--- config.mk ---
export PLATFORM = sky130hd
export DESIGN_NAME = axis_data_checker_cntr
export DESIGN_NICKNAME = d
export VERILOG_FILES = /design/src/rtl/axis_checker_pkg.sv /design/src/rtl/axis_checker_lfsr.sv /design/src/rtl/axis_data_checker_cntr.sv
export SDC_FILE = /design/constraint.sdc
export NUM_CORES = 1
export LEC_CHECK = 0
export BUFFER_PORTS_ARGS = -buffer_cell sky130_fd_sc_hd__buf_2
export CAP_MARGIN = 20
export CORE_MARGIN = 8
export CORE_UTILIZATION = 44
export DETAILED_ROUTE_END_ITERATION = 8
export HOLD_SLACK_MARGIN = 0.12
export PLACE_DENSITY = 0.75
export SYNTH_ARGS = -nofsm -noshare
export SYNTH_HDL_FRONTEND = slang
export SYNTH_SLANG_ARGS = --single-unit
--- constraint.sdc ---
create_clock -name clk_i -period 3.3 [get_ports clk_i]
set_input_delay 0 -clock clk_i [delete_from_list [all_inputs] [get_ports clk_i]]
set_output_delay 0 -clock clk_i [all_outputs]
set_load 0.005 [all_outputs]
--- src/rtl/axis_checker_pkg.sv ---
// Shared definitions for the AXI-Stream counter-pattern checker:
// FSM state encoding and the backpressure LFSR constants.
package axis_checker_pkg;

    localparam int STATE_WIDTH = 2;

    typedef enum logic [STATE_WIDTH-1:0] {
        IDLE   = 2'd0,
        RECV   = 2'd1,
        RESYNC = 2'd2
    } state_t;

    localparam int                    LFSR_WIDTH = 16;
    localparam logic [LFSR_WIDTH-1:0] LFSR_SEED  = 16'hACE1;
    // Fibonacci taps 16,14,13,11 expressed as bit positions 15,13,12,10
    localparam logic [LFSR_WIDTH-1:0] LFSR_TAPS  = 16'hB400;

    function automatic logic [LFSR_WIDTH-1:0] lfsr_next(input logic [LFSR_WIDTH-1:0] cur);
        return {cur[LFSR_WIDTH-2:0], ^(cur & LFSR_TAPS)};
    endfunction

endpackage

--- src/rtl/axis_checker_lfsr.sv ---
// Free-running 16-bit Fibonacci LFSR; its low bit drives random backpressure
// on the checker's tready when AXIS_CHECKER_BP_EN is defined.
module axis_checker_lfsr
    import axis_checker_pkg::*;
(
    input  logic clk_i,
    input  logic a_rst_n_i,
    output logic bit_o
);

    logic [LFSR_WIDTH-1:0] lfsr_q;
    logic [LFSR_WIDTH-1:0] lfsr_d;

    assign lfsr_d = lfsr_next(lfsr_q);

    always_ff @(posedge clk_i or negedge a_rst_n_i) begin
        if (!a_rst_n_i) begin
            lfsr_q <= LFSR_SEED;
        end else begin
            lfsr_q <= lfsr_d;
        end
    end

    assign bit_o = lfsr_q[0];

endmodule

--- src/rtl/axis_data_checker_cntr.sv ---
// AXI-Stream sink that checks FRAME_LEN-beat counter frames starting at DATA_SEED,
// counts good frames and errored beats. Optional macro AXIS_CHECKER_BP_EN adds random backpressure.
module axis_data_checker_cntr
    import axis_checker_pkg::*;
#(
    parameter int                         AXIS_DATA_WIDTH = 32,
    parameter int                         FRAME_LEN       = 16,
    parameter logic [AXIS_DATA_WIDTH-1:0] DATA_SEED       = '0,
    parameter int                         CNT_WIDTH       = 32
) (
    input  logic                         clk_i,
    input  logic                         a_rst_n_i,
    input  logic                         enable_i,
    input  logic [AXIS_DATA_WIDTH-1:0]   s_axis_tdata_i,
    input  logic [AXIS_DATA_WIDTH/8-1:0] s_axis_tkeep_i,
    input  logic                         s_axis_tvalid_i,
    input  logic                         s_axis_tlast_i,
    output logic                         s_axis_tready_o,
    input  logic                         err_clr_i,
    output logic [CNT_WIDTH-1:0]         frame_cnt_o,
    output logic [CNT_WIDTH-1:0]         err_cnt_o,
    output logic                         data_err_o,
    output logic                         last_err_o,
    output logic                         frame_done_o,
    output logic                         frame_ok_o,
    output logic                         busy_o
);

    localparam int                IDX_W    = (FRAME_LEN > 1) ? $clog2(FRAME_LEN) : 1;
    localparam logic [IDX_W-1:0] LAST_IDX = IDX_W'(FRAME_LEN - 1);

    state_t                       state_q, state_d;
    logic [IDX_W-1:0]             index_q, index_d;
    logic [AXIS_DATA_WIDTH-1:0]   exp_data_q, exp_data_d;
    logic [CNT_WIDTH-1:0]         frame_cnt_q, frame_cnt_d;
    logic [CNT_WIDTH-1:0]         err_cnt_q, err_cnt_d;
    logic                         data_err_q, data_err_d;
    logic                         last_err_q, last_err_d;
    logic                         frame_done_q, frame_ok_q;
    logic                         run_q;

    logic tready;
    logic accept;
    logic data_bad;
    logic last_bad;
    logic frame_end;
    logic frame_good;
    logic beat_err;
    logic derr_set;
    logic lerr_set;

    // Byte enables carry no information for a full-width counter pattern
    logic unused_tkeep;
    assign unused_tkeep = ^s_axis_tkeep_i;

    // tready stays low while reset is asserted and for the first clock after release
    always_ff @(posedge clk_i or negedge a_rst_n_i) begin
        if (!a_rst_n_i) begin
            run_q <= 1'b0;
        end else begin
            run_q <= 1'b1;
        end
    end

`ifdef AXIS_CHECKER_BP_EN
    logic lfsr_bit;

    axis_checker_lfsr u_lfsr (
        .clk_i     (clk_i),
        .a_rst_n_i (a_rst_n_i),
        .bit_o     (lfsr_bit)
    );

    assign tready = enable_i && run_q && lfsr_bit;
`else
    assign tready = enable_i && run_q;
`endif

    assign s_axis_tready_o = tready;
    assign accept          = s_axis_tvalid_i && tready;
    assign data_bad        = (s_axis_tdata_i != exp_data_q);
    assign last_bad        = (s_axis_tlast_i != (index_q == LAST_IDX));

    always_comb begin
        state_d    = state_q;
        index_d    = index_q;
        exp_data_d = exp_data_q;
        frame_end  = 1'b0;
        frame_good = 1'b0;
        beat_err   = 1'b0;
        derr_set   = 1'b0;
        lerr_set   = 1'b0;

        if (accept) begin
            index_d    = index_q + 1'b1;
            exp_data_d = exp_data_q + 1'b1;

            case (state_q)
                IDLE, RECV: begin
                    beat_err = data_bad || last_bad;
                    derr_set = data_bad;
                    lerr_set = last_bad;
                    if (s_axis_tlast_i) begin
                        frame_end  = 1'b1;
                        frame_good = !(data_bad || last_bad);
                        state_d    = IDLE;
                    end else if (data_bad || last_bad) begin
                        state_d = RESYNC;
                    end else begin
                        state_d = RECV;
                    end
                end
                RESYNC: begin
                    if (s_axis_tlast_i) begin
                        frame_end = 1'b1;
                        state_d   = IDLE;
                    end
                end
                default: state_d = IDLE;
            endcase

            if (frame_end) begin
                index_d    = '0;
                exp_data_d = DATA_SEED;
            end
        end
    end

    // A clear coinciding with a new error leaves exactly that error recorded
    always_comb begin
        err_cnt_d  = err_cnt_q;
        data_err_d = data_err_q;
        last_err_d = last_err_q;
        if (err_clr_i) begin
            err_cnt_d  = '0;
            data_err_d = 1'b0;
            last_err_d = 1'b0;
        end
        if (beat_err && (err_cnt_d != '1)) begin
            err_cnt_d = err_cnt_d + 1'b1;
        end
        data_err_d  = data_err_d | derr_set;
        last_err_d  = last_err_d | lerr_set;
        frame_cnt_d = frame_cnt_q + CNT_WIDTH'(frame_good);
    end

    always_ff @(posedge clk_i or negedge a_rst_n_i) begin
        if (!a_rst_n_i) begin
            state_q      <= IDLE;
            index_q      <= '0;
            exp_data_q   <= DATA_SEED;
            frame_cnt_q  <= '0;
            err_cnt_q    <= '0;
            data_err_q   <= 1'b0;
            last_err_q   <= 1'b0;
            frame_done_q <= 1'b0;
            frame_ok_q   <= 1'b0;
        end else begin
            state_q      <= state_d;
            index_q      <= index_d;
            exp_data_q   <= exp_data_d;
            frame_cnt_q  <= frame_cnt_d;
            err_cnt_q    <= err_cnt_d;
            data_err_q   <= data_err_d;
            last_err_q   <= last_err_d;
            frame_done_q <= frame_end;
            frame_ok_q   <= frame_good;
        end
    end

    assign frame_cnt_o  = frame_cnt_q;
    assign err_cnt_o    = err_cnt_q;
    assign data_err_o   = data_err_q;
    assign last_err_o   = last_err_q;
    assign frame_done_o = frame_done_q;
    assign frame_ok_o   = frame_ok_q;
    assign busy_o       = (state_q != IDLE);

endmodule

Word-level counts from Yosys, hierarchy flattened

Cells that the tools add are included.

Mux-type cells: 23
Bitwise logic cells: 2
Reduce and logical (&&, ||, !) cells: 10
$add $sub $neg: 4
Equal/unequal tests: 7

Operators with widths:

| cell                                           | number |
|---|---|
| two-way mux 32 bit                             | 3 |
| adder 32 x 1 -> 32 bit (second input constant) | 2 |
| adder 32 x 1 -> 32 bit                         | 1 |
| inequality test 32 bit                         | 1 |
| inequality test 32 bit (second input constant) | 1 |
| two-way mux 1 bit                              | 15 |
| two-way mux 2 bit                              | 3 |
| adder 4 x 1 -> 4 bit (second input constant)   | 1 |
| == test 4 bit (second input constant)          | 1 |
| two-way mux 4 bit                              | 1 |
| case mux 2 bit (2 select lines)                | 1 |
| logical AND 1 bit                              | 3 |
| OR reduction 3 bit                             | 1 |
| == test 2 x 1 -> 1 bit (second input constant) | 1 |
| == test 2 bit (second input constant)          | 1 |
| zero test 2 bit                                | 1 |
| inequality test 2 bit (second input constant)  | 1 |
| bitwise OR 1 bit                               | 2 |
| AND reduction 2 bit                            | 1 |
| nonzero test 2 bit                             | 1 |
| OR reduction 2 bit                             | 1 |
| zero test 1 bit                                | 1 |
| logical OR 1 bit                               | 1 |
| inequality test 1 bit                          | 1 |

Output and inout port bits: 70
Bits of input ports: 42
Word-level logic and storage cells: 56
Flip-flop bits (word level): 107

Logic depth before layout (Yosys ltp)

Depth in word-level cells: 8
Mapped depth: 15

Least setup slack after synthesis

Ideal clock, no wire load.

Path kind: reg2reg
Start: register exp_data_q[15]
End: register frame_cnt_q[28] (netlist: frame_cnt_o[28])
Setup slack: 0.184 ns
Clock period less this slack: 3.116 ns
Path buffers: 1
Stages on the path, launching flop included: 16
Arrival: 2.992 ns
Cell sequence: dfrtp_1 -> xor2_1 -> nor4_1 -> nand4_1 -> nor2_1 -> nand2_1 -> nor3_1 -> ha_1 -> ha_1 -> nand2_1 -> nor2_1 -> and3_1 -> clkbuf_1 -> nor2b_1 -> nand3_1 -> xnor2_1

Word-level cells in the longest chain between the ends: 7

RTL lines:

| what                   | RTL line                      | text |
|---|---|---|
| from (decl)            | axis_data_checker_cntr.sv:34  | `logic [AXIS_DATA_WIDTH-1:0] exp_data_q, exp_data_d;` |
| from (signal assigned) | axis_data_checker_cntr.sv:161 | `exp_data_q <= exp_data_d;` |
| inequality test 32 bit | axis_data_checker_cntr.sv:81  | `assign data_bad = (s_axis_tdata_i != exp_data_q);` |
| logical OR 1 bit       | axis_data_checker_cntr.sv:105 | `frame_good = !(data_bad \|\| last_bad);` |
| zero test 1 bit        | axis_data_checker_cntr.sv:105 |  |
| two-way mux 1 bit      | axis_data_checker_cntr.sv:103 | `if (s_axis_tlast_i) begin` |
| two-way mux 1 bit      | axis_data_checker_cntr.sv:98  | `case (state_q)` |
| two-way mux 1 bit      | axis_data_checker_cntr.sv:94  | `if (accept) begin` |
| via frame_good         | axis_data_checker_cntr.sv:47  | `logic frame_good;` |
| adder 32 x 1 -> 32 bit | axis_data_checker_cntr.sv:144 | `frame_cnt_d = frame_cnt_q + CNT_WIDTH'(frame_good);` |
| via frame_cnt_d[28]    | axis_data_checker_cntr.sv:35  | `logic [CNT_WIDTH-1:0] frame_cnt_q, frame_cnt_d;` |
| to (signal assigned)   | axis_data_checker_cntr.sv:162 | `frame_cnt_q <= frame_cnt_d;` |
| to (decl)              | axis_data_checker_cntr.sv:35  |  |

The timed path passes the listed nets, and every way through them passes these cells.
A chain may end at the register's enable or synchronous reset.

Worst setup path after layout

Start: register exp_data_q[7]
End: register frame_cnt_q[22] (netlist: frame_cnt_o[22])

The elaborated chain is that of the path after synthesis.

==> impl_metrics.tcl <==
set metrics [dict create \
    status "finished, final reports clean" \
    place_congestion 0.850 \
    rsz0062_at_grt "false" \
    wl_mm 13.5 \
    clock_sinks 107 \
    path_class "flop to flop" \
    cts_tree "done" \
    clockBufferDepth 2 \
    die_w_um 129 \
    p_comb_share_pct 6.2 \
    synth_top_cell_by_area "dfrtp_1" \
    fin_hold_ws_ps 167 \
    fin_util_pct 54.5 \
    worstPathArrival_ps 3260 \
    cp-end-kind "flop" \
    pwr-share-seq_pct 50.3 \
    cp_max_fo 5 \
    dr.first_iter.drc_count 295 \
    drtPass1Iterations 4 \
    clock_skew_ps 5.61 \
    setup_violations 0 \
    ys_seq_elements 107 \
    yosys-top-cells-area "dfrtp_1 (48%), xor2_1 (10%), xnor2_1 (5.0%), nor2_1 (3.9%), nand3_1 (3.2%)" \
    avgSynthCellArea_um2 10.0 \
    tightest_slew_ps 584 \
    cellPowerDensity_mw_per_mm2 393 \
    p_switching_mw 0.607 \
    ys_warn_count 0 \
    p_int_mw 2.09 \
    min_path_type "primary input to flop" \
    synth_nets 607 \
    synth.distinct_cells 47 \
    num_rows 41 \
    grt_max_degree 82 \
    fmax_mhz 335 \
    start_util_pct 44.7 \
    core_area_mm2 0.0126 \
    startpoint_type "flop" \
    synth_commonest_cells "dfrtp_1 (107), xor2_1 (66), nor2_1 (58)" \
    min_path_cells 4 \
    ys_seq_area_share_pct 47.7 \
    port_buffers 107 \
    grt_usage_pct 16.7 \
    drv_slew 0 \
    drv_cap 0 \
    clk_latency_ps 360 \
    synth-edff-count 0 \
    drtAntennaViolNets 0 \
    gr-total-overflow 0 \
    ys_async_sr_fraction_pct 100 \
    insertedDiodeCount 0 \
    fin_crit_sh_pct 90.3 \
    clk_pin_slew_worst_paths_ps 70 \
    drc 0 \
    fin_setup_tns_ps 0 \
    synth_area_mm2 0.00562 \
    clkPwrFrac_pct 43.5 \
    grt_pass1_wl_mm 22.3 \
    fin_crit_ps 2980 \
    leakage_nw 3.29 \
    nets 731 \
    antenna_found_initial 0 \
    vias 4545 \
    ys.flop_type "dfrtp_1" \
    wl_per_cell_um 15.6 \
    cts_buffers 9 \
    synth.most_common_cell "dfrtp_1" \
    reg2regPathDepth 16 \
    maxSlewHeadroom_pct 60.7 \
    peakVddDrop_mv 0.273 \
    viasPerCell 5.28 \
    io_pins 112 \
    drive_above_1_share_pct 23.8 \
    grt_pass1_vias 4675 \
    die_h_um 129 \
    netlist_instances 560 \
    dieArea_mm2 0.0166 \
    hold_violations 0 \
    h-tree-depth 3 \
    area_growth_pct 22.0 \
    cp.required_ps 3580 \
    dpl.hpwl_mm 9.93 \
    clock-root-buffer "clkbuf_16" \
    yosys.area.top_type_share_pct 47.7 \
    p_sw_share_pct 22.5 \
    fillers 1136 \
]
-- worst max-delay path, stage by stage (launching register included) --
cell     delay [ps]
dfrtp_1         420
xor2_1          180
nor4_2          300
nand4_1         220
nor2_2          210
nand2_1          60
nor3_1          170
buf_4           150
ha_1            160
ha_1            170
nand2_1          60
nor2_1          110
and3_1          180
buf_4           140
nand2_1          80
nor2_1          140
xor2_1          150
-- state kept, by name, summed over array words and instances (netlist names) --
name          count
err_cnt_o        32
exp_data_q       32
frame_cnt_o      32
index_q           4
state_q           2
data_err_o        1
frame_done_o      1
frame_ok_o        1
last_err_o        1
run_q             1
-- through the flow --
stage,instance area (µm²),instances,worst slack [ps],power [mW]
global route,6850,861,19.6,2.79
global placement,6400,837,216,1.53
floorplan,5620,560,184,1.45
CTS,6760,856,145,2.71
detailed placement,6400,837,159,1.54
finish,6850,861,319,2.70
-- layout make-up --
cell class	count	area [µm²]	area share [%]
flip-flops and latches	107	2680	39.1
multi-input cells	432	2860	41.7
inverters	4	15.0	0.219
clock buffers	10	239	3.49
well taps	172	215	3.14
repair buffers	130	761	11.1
clock inverters	6	88.8	1.30
-- placed cells by master (no fill, tap or decap), types with 2 or more instances in the layout --
master | Yosys | routed
a21oi_1 | 17 | 17
a22o_1 | 2 | 2
buf_4 | 1 | 18
xnor2_1 | 32 | 32
xor2_1 | 66 | 66
o31ai_1 | 6 | 6
and3_1 | 10 | 10
mux2_1 | 8 | 8
nand2b_1 | 8 | 8
nor2b_2 | 2 | 3
dlygate4sd3_1 | 0 | 4
clkbuf_16 | 0 | 9
ha_1 | 5 | 5
nand2_1 | 43 | 43
nor4_2 | 1 | 2
nor4_1 | 13 | 12
nor2_2 | 0 | 3
nand3_1 | 36 | 36
and4_1 | 12 | 12
or3_1 | 12 | 12
dfrtp_1 | 107 | 106
nand4_1 | 24 | 24
inv_1 | 4 | 4
mux2_2 | 4 | 4
and2_1 | 5 | 5
bufinv_16 | 0 | 2
buf_16 | 0 | 2
nor3_1 | 11 | 11
or4_1 | 8 | 8
clkinvlp_4 | 0 | 2
o21ai_0 | 18 | 18
nor4_4 | 3 | 3
buf_2 | 3 | 106
nor2_1 | 58 | 55
nor2b_1 | 12 | 11
-- power by group through the flow --
| stage | combinational (mW) | clock, mW | sequential [mW] |
|---|---|---|---|
| after floorplan | 0.0774 | 0 | 1.37 |
| after global placement | 0.153 | 0 | 1.38 |
| after detailed placement | 0.160 | 0 | 1.38 |
| after CTS | 0.163 | 1.20 | 1.35 |
| after global routing | 0.188 | 1.24 | 1.36 |
| final | 0.166 | 1.17 | 1.36 |
-- cell families (layout without fill, tap and decap cells) --
| group | after synthesis | count (layout) | synth area share [%] |
|---|---|---|---|
| and+or+nand+nor | 268 | 268 | 26.6 |
| DFF | 107 | 107 | 47.7 |
| xor gates and xnor gates | 98 | 98 | 15.3 |
| AOI/OAI and AO/OA | 48 | 48 | 5.10 |
| buffers and inverters | 21 | 150 | 1.80 |
| muxes | 12 | 12 | 2.40 |
| adders and majority gates | 5 | 5 | 1.11 |
| other | 1 | 1 | 0.0667 |
-- what timing repair did --
| item | CTS | global route |
|---|---|---|
| setup buffers | 0 | 2 |
| endpoints found under the setup margin | 0 | 13 |
| hold buffers | 3 | 1 |
| endpoints found under the hold margin | 86 | 9 |
| resized for setup | 0 | 6 |
-- final timing paths --
check	startpoint	endpoint	slack, ps
worst min-delay path	s_axis_tvalid_i	state_q[0]	170
worst max register to register	exp_data_q[7]	frame_cnt_o[22]	320
min in group asynchronous	a_rst_n_i	err_cnt_o[8]	560
max in group asynchronous	a_rst_n_i	frame_cnt_o[25]	1760
worst max-delay path	exp_data_q[7]	frame_cnt_o[22]	320
worst min register to register	frame_cnt_o[31]	frame_cnt_o[31]	480
-- metal layers --
metal | share of wire, % | up-vias | global-route usage [%]
met4 | 1.2 | 0 | 5.87
met5 | 0 | - | 0
li1 | - | 2215 | -
met2 | 50 | 118 | 28.7
met3 | 6.4 | 11 | 4.39
met1 | 42 | 2201 | 19.8
No activity file was read; power rests on OpenSTA's default activity.
